===== config.mk =====
export PLATFORM = sky130hd
export DESIGN_NAME = imm_encode
export DESIGN_NICKNAME = d
export VERILOG_FILES = /design/src/rtl/imm_encode.sv
export SDC_FILE = /design/constraint.sdc
export NUM_CORES = 1
export LEC_CHECK = 0
export CAP_MARGIN = 20
export CORE_ASPECT_RATIO = 1.5
export CORE_MARGIN = 2
export CORE_UTILIZATION = 53
export CTS_BUF_LIST = sky130_fd_sc_hd__clkbuf_8 sky130_fd_sc_hd__clkbuf_16
export CTS_CLUSTER_DIAMETER = 60
export DETAILED_ROUTE_END_ITERATION = 16
export PLACE_DENSITY_LB_ADDON = 0.3
export SLEW_MARGIN = 20
export SYNTH_ARGS = -nofsm -noshare
export SYNTH_HDL_FRONTEND = slang
export SYNTH_SLANG_ARGS = --single-unit

===== constraint.sdc =====
create_clock -name clk -period 2.1 [get_ports clk]
set_input_delay 0.42 -clock clk [delete_from_list [all_inputs] [get_ports clk]]
set_output_delay 0.42 -clock clk [all_outputs]
set_load 0.05 [all_outputs]

===== src/rtl/imm_encode.sv =====
// imm_encode: packs a 32-bit immediate into the I/S/B/J/U field positions of
// a base RV32I instruction word (the inverse of the core's immediate
// extender). Two-stage valid/ready pipeline with an error code per word, a
// saturating error counter and an optional round-trip self-check.
//
// Optional feature macro: IMM_ROUNDTRIP_CHECK_EN
//   defined   -> stage 2 re-extracts the immediate from the packed word and
//                sets the sticky rt_fail flag on a clean word that does not
//                decode back to its source immediate.
//   undefined -> no checker; rt_fail is tied to 0.
//
// Handshake rules (both sides): a transfer happens on a rising clk edge where
// valid && ready are both 1. The producer holds valid and its payload stable
// while valid=1 and ready=0. in_ready is combinational from out_ready:
// in_ready = !s1_valid || s2_advance, s2_advance = !out_valid || out_ready.
// There is no skid buffer, so at most two words are held under backpressure,
// and words leave in the order they arrived.

module imm_encode #(
  parameter int WIDTH = 32,
  parameter int CNT_W = 16
) (
  input  logic             clk,
  input  logic             rst_n,
  input  logic             in_valid,
  output logic             in_ready,
  input  logic [2:0]       immsrc,
  input  logic [WIDTH-1:0] imm,
  input  logic [WIDTH-1:0] base,
  output logic             out_valid,
  input  logic             out_ready,
  output logic [WIDTH-1:0] instr,
  output logic [1:0]       err_code,
  output logic [CNT_W-1:0] err_cnt,
  input  logic             err_clr,
  output logic             rt_fail
);

  // Immediate type encodings; 101..111 are illegal.
  localparam logic [2:0] SRC_I = 3'b000;
  localparam logic [2:0] SRC_S = 3'b001;
  localparam logic [2:0] SRC_B = 3'b010;
  localparam logic [2:0] SRC_J = 3'b011;
  localparam logic [2:0] SRC_U = 3'b100;

  // Error codes, ordered by priority: illegal > misaligned > out of range.
  localparam logic [1:0] ERR_OK    = 2'b00;
  localparam logic [1:0] ERR_RANGE = 2'b01;
  localparam logic [1:0] ERR_ALIGN = 2'b10;
  localparam logic [1:0] ERR_SRC   = 2'b11;

  localparam logic [CNT_W-1:0] CNT_MAX = {CNT_W{1'b1}};

  // Stage 1: captured inputs plus the error classification.
  logic             s1_valid_q, s1_valid_d;
  logic [2:0]       s1_src_q,   s1_src_d;
  logic [WIDTH-1:0] s1_imm_q,   s1_imm_d;
  logic [WIDTH-1:0] s1_base_q,  s1_base_d;
  logic [1:0]       s1_err_q,   s1_err_d;

  // Stage 2: packed instruction and its error code (the output register).
  logic             s2_valid_q, s2_valid_d;
  logic [WIDTH-1:0] s2_instr_q, s2_instr_d;
  logic [1:0]       s2_err_q,   s2_err_d;

  logic [CNT_W-1:0] err_cnt_q,  err_cnt_d;

  // Flow control.
  logic s2_adv;
  logic s1_adv;
  logic in_fire;
  logic s1_to_s2;
  logic out_fire;

  // Classification helpers on the raw input.
  logic sext_11_ok;
  logic sext_12_ok;
  logic sext_20_ok;
  logic u_low_zero;
  logic [1:0] in_err;

  // Packed word built from the stage-1 registers.
  logic [WIDTH-1:0] packed_word;

  assign s2_adv   = !s2_valid_q || out_ready;
  assign s1_adv   = !s1_valid_q || s2_adv;
  assign in_ready = s1_adv;
  assign in_fire  = in_valid && in_ready;
  assign s1_to_s2 = s1_valid_q && s2_adv;
  assign out_fire = s2_valid_q && out_ready;

  // A field of n bits fits when every bit above it equals its sign bit.
  assign sext_11_ok = (&imm[31:11]) || !(|imm[31:11]);
  assign sext_12_ok = (&imm[31:12]) || !(|imm[31:12]);
  assign sext_20_ok = (&imm[31:20]) || !(|imm[31:20]);
  assign u_low_zero = !(|imm[11:0]);

  // Classify the incoming immediate against the selected type.
  always_comb begin
    in_err = ERR_OK;
    unique case (immsrc)
      SRC_I, SRC_S: begin
        if (!sext_11_ok) in_err = ERR_RANGE;
      end
      SRC_B: begin
        if (imm[0])           in_err = ERR_ALIGN;
        else if (!sext_12_ok) in_err = ERR_RANGE;
      end
      SRC_J: begin
        if (imm[0])           in_err = ERR_ALIGN;
        else if (!sext_20_ok) in_err = ERR_RANGE;
      end
      SRC_U: begin
        if (!u_low_zero) in_err = ERR_RANGE;
      end
      default: in_err = ERR_SRC;
    endcase
  end

  // Stage 1 next state: advance when empty or when stage 2 advances.
  always_comb begin
    s1_valid_d = s1_valid_q;
    s1_src_d   = s1_src_q;
    s1_imm_d   = s1_imm_q;
    s1_base_d  = s1_base_q;
    s1_err_d   = s1_err_q;
    if (s1_adv) begin
      s1_valid_d = in_valid;
    end
    if (in_fire) begin
      s1_src_d  = immsrc;
      s1_imm_d  = imm;
      s1_base_d = base;
      s1_err_d  = in_err;
    end
  end

  // Scatter the stage-1 immediate into the field positions of the base word.
  // Range/alignment errors still pack the truncated bits; an illegal type
  // leaves the base word untouched.
  always_comb begin
    packed_word = s1_base_q;
    unique case (s1_src_q)
      SRC_I: begin
        packed_word[31:20] = s1_imm_q[11:0];
      end
      SRC_S: begin
        packed_word[31:25] = s1_imm_q[11:5];
        packed_word[11:7]  = s1_imm_q[4:0];
      end
      SRC_B: begin
        packed_word[31]    = s1_imm_q[12];
        packed_word[30:25] = s1_imm_q[10:5];
        packed_word[11:8]  = s1_imm_q[4:1];
        packed_word[7]     = s1_imm_q[11];
      end
      SRC_J: begin
        packed_word[31]    = s1_imm_q[20];
        packed_word[30:21] = s1_imm_q[10:1];
        packed_word[20]    = s1_imm_q[11];
        packed_word[19:12] = s1_imm_q[19:12];
      end
      SRC_U: begin
        packed_word[31:12] = s1_imm_q[31:12];
      end
      default: packed_word = s1_base_q;
    endcase
  end

  // Stage 2 next state: advance when empty or the consumer takes the word.
  always_comb begin
    s2_valid_d = s2_valid_q;
    s2_instr_d = s2_instr_q;
    s2_err_d   = s2_err_q;
    if (s2_adv) begin
      s2_valid_d = s1_valid_q;
    end
    if (s1_to_s2) begin
      s2_instr_d = packed_word;
      s2_err_d   = s1_err_q;
    end
  end

  // Error counter: clear wins, otherwise saturating count of errored outputs.
  always_comb begin
    err_cnt_d = err_cnt_q;
    if (err_clr) begin
      err_cnt_d = '0;
    end else if (out_fire && (s2_err_q != ERR_OK) && (err_cnt_q != CNT_MAX)) begin
      err_cnt_d = err_cnt_q + CNT_W'(1);
    end
  end

  // Pipeline and counter registers with synchronous active-low reset.
  always_ff @(posedge clk) begin
    if (!rst_n) begin
      s1_valid_q <= 1'b0;
      s1_src_q   <= '0;
      s1_imm_q   <= '0;
      s1_base_q  <= '0;
      s1_err_q   <= ERR_OK;
      s2_valid_q <= 1'b0;
      s2_instr_q <= '0;
      s2_err_q   <= ERR_OK;
      err_cnt_q  <= '0;
    end else begin
      s1_valid_q <= s1_valid_d;
      s1_src_q   <= s1_src_d;
      s1_imm_q   <= s1_imm_d;
      s1_base_q  <= s1_base_d;
      s1_err_q   <= s1_err_d;
      s2_valid_q <= s2_valid_d;
      s2_instr_q <= s2_instr_d;
      s2_err_q   <= s2_err_d;
      err_cnt_q  <= err_cnt_d;
    end
  end

  assign out_valid = s2_valid_q;
  assign instr     = s2_instr_q;
  assign err_code  = s2_err_q;
  assign err_cnt   = err_cnt_q;

`ifdef IMM_ROUNDTRIP_CHECK_EN
  // Source immediate and type travel alongside the packed word for the check.
  logic [2:0]       s2_src_q;
  logic [WIDTH-1:0] s2_imm_q;
  logic             rt_fail_q, rt_fail_d;
  logic [WIDTH-1:0] rex_imm;

  // Decode the packed word exactly as the core's immediate extender does.
  always_comb begin
    rex_imm = '0;
    unique case (s2_src_q)
      SRC_I: rex_imm = {{20{s2_instr_q[31]}}, s2_instr_q[31:20]};
      SRC_S: rex_imm = {{20{s2_instr_q[31]}}, s2_instr_q[31:25], s2_instr_q[11:7]};
      SRC_B: rex_imm = {{19{s2_instr_q[31]}}, s2_instr_q[31], s2_instr_q[7],
                        s2_instr_q[30:25], s2_instr_q[11:8], 1'b0};
      SRC_J: rex_imm = {{11{s2_instr_q[31]}}, s2_instr_q[31], s2_instr_q[19:12],
                        s2_instr_q[20], s2_instr_q[30:21], 1'b0};
      SRC_U: rex_imm = {s2_instr_q[31:12], 12'h000};
      default: rex_imm = '0;
    endcase
  end

  // Sticky flag: a clean word leaving the block must decode to its source.
  always_comb begin
    rt_fail_d = rt_fail_q;
    if (out_fire && (s2_err_q == ERR_OK) && (rex_imm != s2_imm_q)) begin
      rt_fail_d = 1'b1;
    end
  end

  // Side-band registers for the round-trip check.
  always_ff @(posedge clk) begin
    if (!rst_n) begin
      s2_src_q  <= '0;
      s2_imm_q  <= '0;
      rt_fail_q <= 1'b0;
    end else begin
      if (s1_to_s2) begin
        s2_src_q <= s1_src_q;
        s2_imm_q <= s1_imm_q;
      end
      rt_fail_q <= rt_fail_d;
    end
  end

  assign rt_fail = rt_fail_q;
`else
  assign rt_fail = 1'b0;
`endif

endmodule


==> impl_metrics.tcl, run 1 <==
set metrics [dict create \
    wl_per_cell_um 16.8 \
    io_pins 125 \
    fmax_mhz 488 \
    crit_type "primary input to output pin" \
    drc 0 \
    grt.overflow.total 0 \
    multi_input_area_sq_um 2400 \
    crit_path_cell_trace "clkdlybuf4s50_1, nand3b_1, buf_4, buf_12" \
    leakage_nw 2.75 \
    cts_buffers 17 \
    insertion_delay_ns 0.41 \
    synth_top_area_share_pct 48.2 \
    path_max_fanout 5 \
    worst_clock_skew_ns 0.00629 \
    htreeDepth 4 \
    min_period_ns 2.05 \
    irDropWorstVdd_v 0.000845 \
    place_hpwl_um 10300 \
    hold_violations 0 \
    setup_tns_ns 0 \
    area_delta_synth_final_pct 41.6 \
    fill_cells 645 \
    n_antenna_cell 0 \
    post_dp_cell_area_sq_um 6470 \
    start_util_pct 54.4 \
    hold_class "register to register" \
    ys_async_sr_fraction_pct 0 \
    status "completed" \
    cellPowerDensity_nw_per_um2 900 \
    vias 5032 \
    die_y_um 123 \
    drv_cap 0 \
    cp_slowest_stage_delay_ns 0.46 \
    syn_nets 701 \
    synth_area_per_cell_sq_um 8.01 \
    synthTopCellsByCount "178 x nand2_1, 121 x dfxtp_1, 90 x a21oi_1" \
    numPortBuffers 123 \
    cts_hold_buf 0 \
    cts.sinks 121 \
    worstRegToRegCells 5 \
    start_kind "primary input" \
    die_area_sq_um 10300 \
    synth_area_leaders "dfxtp_1 48%, nand2_1 13%, a21oi_1 9.0%" \
    final_nets 824 \
    antenna_found_initial 0 \
    setup.worst_path.end_class "output pin" \
    worst_pin_slew_ns 0.538 \
    dp.cells 844 \
    grt_pass1_wl_um 23000 \
    clk_pin_slew_ns 0.05 \
    cts-root-buf "clkbuf_16" \
    cts_tree "done" \
    ys_types 48 \
    cts_buffer_depth 2 \
    internal_power_mw 4.91 \
    synth_edf_count 0 \
    synthCells 628 \
    power.share.sequential_pct 38.9 \
    synth_seq_cells 121 \
    final_antenna_net_count 0 \
    grt_pass1_vias 4920 \
    cp.arrival_ns 1.63 \
    power_frac_comb_pct 11.9 \
    rsz0062_at_grt "false" \
    yosysSeqAreaShare_pct 48.2 \
    wl_um 14700 \
    viasPerCell 5.76 \
    setup_violations 0 \
    drive_gt1_share_pct 9.06 \
    ys_warn_count 0 \
    die_x_um 83.5 \
    synth_area_sq_um 5030 \
    ys.flop_type "dfxtp_1" \
    drt_iter0_drc 297 \
    hold_depth 2 \
    post-cts-setup-buffers 0 \
    grt_util_all_layers_pct 28.4 \
    final_cell_area_sq_um 7120 \
    crit_path_top_delay_cell "clkdlybuf4s50_1" \
    instances_no_fill 874 \
    synth_top_cell_by_area "dfxtp_1" \
    switching_share_pct 23.4 \
    grt_max_degree 65 \
    seq_area_sq_um 2420 \
    synth.most_common_cell "nand2_1" \
    p_clk_share_pct 49.2 \
    drtPass1Iterations 5 \
    place.gp.congestion 0.875 \
    core_sq_um 9250 \
    min_period_over_period_pct 97.7 \
    worstPathRequired_ns 1.68 \
    rows 43 \
    slew_headroom_pct 64.0 \
    switchingPower_mw 1.50 \
    drv_slew 0 \
]
[through the flow]
stage | hold slack (ns) | setup WS, ns | utilization [%] | total power, mW
final | 0.454 | 0.0493 | 77.0 | 6.41
after global routing | 0.460 | 0.00652 | 77.0 | 6.60
after CTS | 0.450 | 0.00739 | 76.8 | 6.42
after detailed placement | 0.446 | 0.0798 | 69.9 | 3.29
after global placement | 0.436 | 0.103 | 69.9 | 3.27
after floorplan | 0.432 | 0.0209 | - | 2.94
[final timing paths]
| kind | end | slack (ns) | start |
|---|---|---|---|
| hold reg to reg | instr[0] | 0.45 | s1_base_q[0] |
| setup reg to reg | err_cnt[2] | 0.37 | err_cnt[7] |
| setup / recovery | in_ready | 0.05 | out_ready |
| hold / removal | instr[0] | 0.45 | s1_base_q[0] |
[worst max-delay path: cells and delay by family]
family        cells  cell delay (ns)
simple gates      1             0.35
buf+inv           3             0.85
[cell usage in the layout (no fill, tap or decap), types with 4 or more instances in the layout]
cell type | synthesis | routed
a211oi_1 | 13 | 13
a21oi_1 | 90 | 90
a311oi_1 | 7 | 7
a31oi_1 | 4 | 4
a32oi_1 | 5 | 5
and3_1 | 6 | 6
buf_12 | 0 | 6
buf_4 | 1 | 19
bufinv_16 | 0 | 5
clkbuf_16 | 0 | 17
clkdlybuf4s50_1 | 0 | 115
clkinv_2 | 0 | 4
dfxtp_1 | 121 | 120
dlymetal6s2s_1 | 0 | 5
inv_1 | 6 | 6
mux2i_1 | 15 | 15
nand2_1 | 178 | 177
nand3_1 | 6 | 6
nand4_1 | 8 | 8
nor2_1 | 47 | 47
nor4_1 | 6 | 6
o211ai_1 | 5 | 5
o21ai_0 | 16 | 16
xor2_1 | 13 | 13
[cell type report]
cell class | instances | share of cell area (%)
multi-input combinational | 458 | 33.7
inverter | 6 | 0.316
sequential | 121 | 34.0
tap | 112 | 1.97
clock inverter | 10 | 2.44
timing repair buffer | 147 | 21.0
clock buffer | 20 | 6.55
[power by group through the flow]
stage / Sequential (mW) / Clock, mW / Combinational (mW)
6_report: 2.50 / 3.15 / 0.762
5_1_grt: 2.50 / 3.28 / 0.820
4_1_cts: 2.49 / 3.17 / 0.760
3_5_place_dp: 2.54 / 0 / 0.754
3_3_place_gp: 2.53 / 0 / 0.738
2_1_floorplan: 2.63 / 0 / 0.309
[layer usage]
| layer | global-route usage [%] | routed length, um |
|---|---|---|
| met1 | 29.3 | 5260 |
| met2 | 53.0 | 7970 |
| met3 | 7.48 | 972 |
| met4 | 14.6 | 476 |
| met5 | 0 | 0 |
[state kept, by name, summed over array words and instances, names as in the netlist]
signal / cells
s1_base_q: 32
err_cnt: 16
s1_src_q: 3
instr: 32
s1_valid_q: 1
out_valid: 1
err_code: 2
s1_err_q: 2
s1_imm_q: 32
[kinds of logic (layout without fill, tap and decap cells)]
| kind of cell | count (synthesis) | after routing | share of synthesized area [%] |
|---|---|---|---|
| simple gates | 277 | 277 | 24.2 |
| compound gates | 150 | 150 | 17.7 |
| flops | 121 | 121 | 48.2 |
| buf+inv | 49 | 183 | 4.15 |
| mux | 16 | 16 | 3.21 |
| xor+xnor | 13 | 13 | 2.26 |
| fa+ha+maj | 1 | 1 | 0.249 |
| other cells | 1 | 1 | 0.0746 |
[timing repair]
action                                  CTS  global route
resized for setup                         2             5
endpoints found under the hold margin     0             0
endpoints found under the setup margin    2             5
pin swaps                                 0             0
(Power assumes the default switching activity.)
==> run 2, diff against run 1 <==
--- a/config.mk
+++ b/config.mk
@@ -10,7 +10,6 @@
 export CORE_MARGIN = 2
 export CORE_UTILIZATION = 53
 export CTS_BUF_LIST = sky130_fd_sc_hd__clkbuf_8 sky130_fd_sc_hd__clkbuf_16
-export CTS_CLUSTER_DIAMETER = 60
 export DETAILED_ROUTE_END_ITERATION = 16
 export PLACE_DENSITY_LB_ADDON = 0.3
 export SLEW_MARGIN = 20
==> results of run 2 <==
Final layout, timing and power as in run 1 (identical DEF).
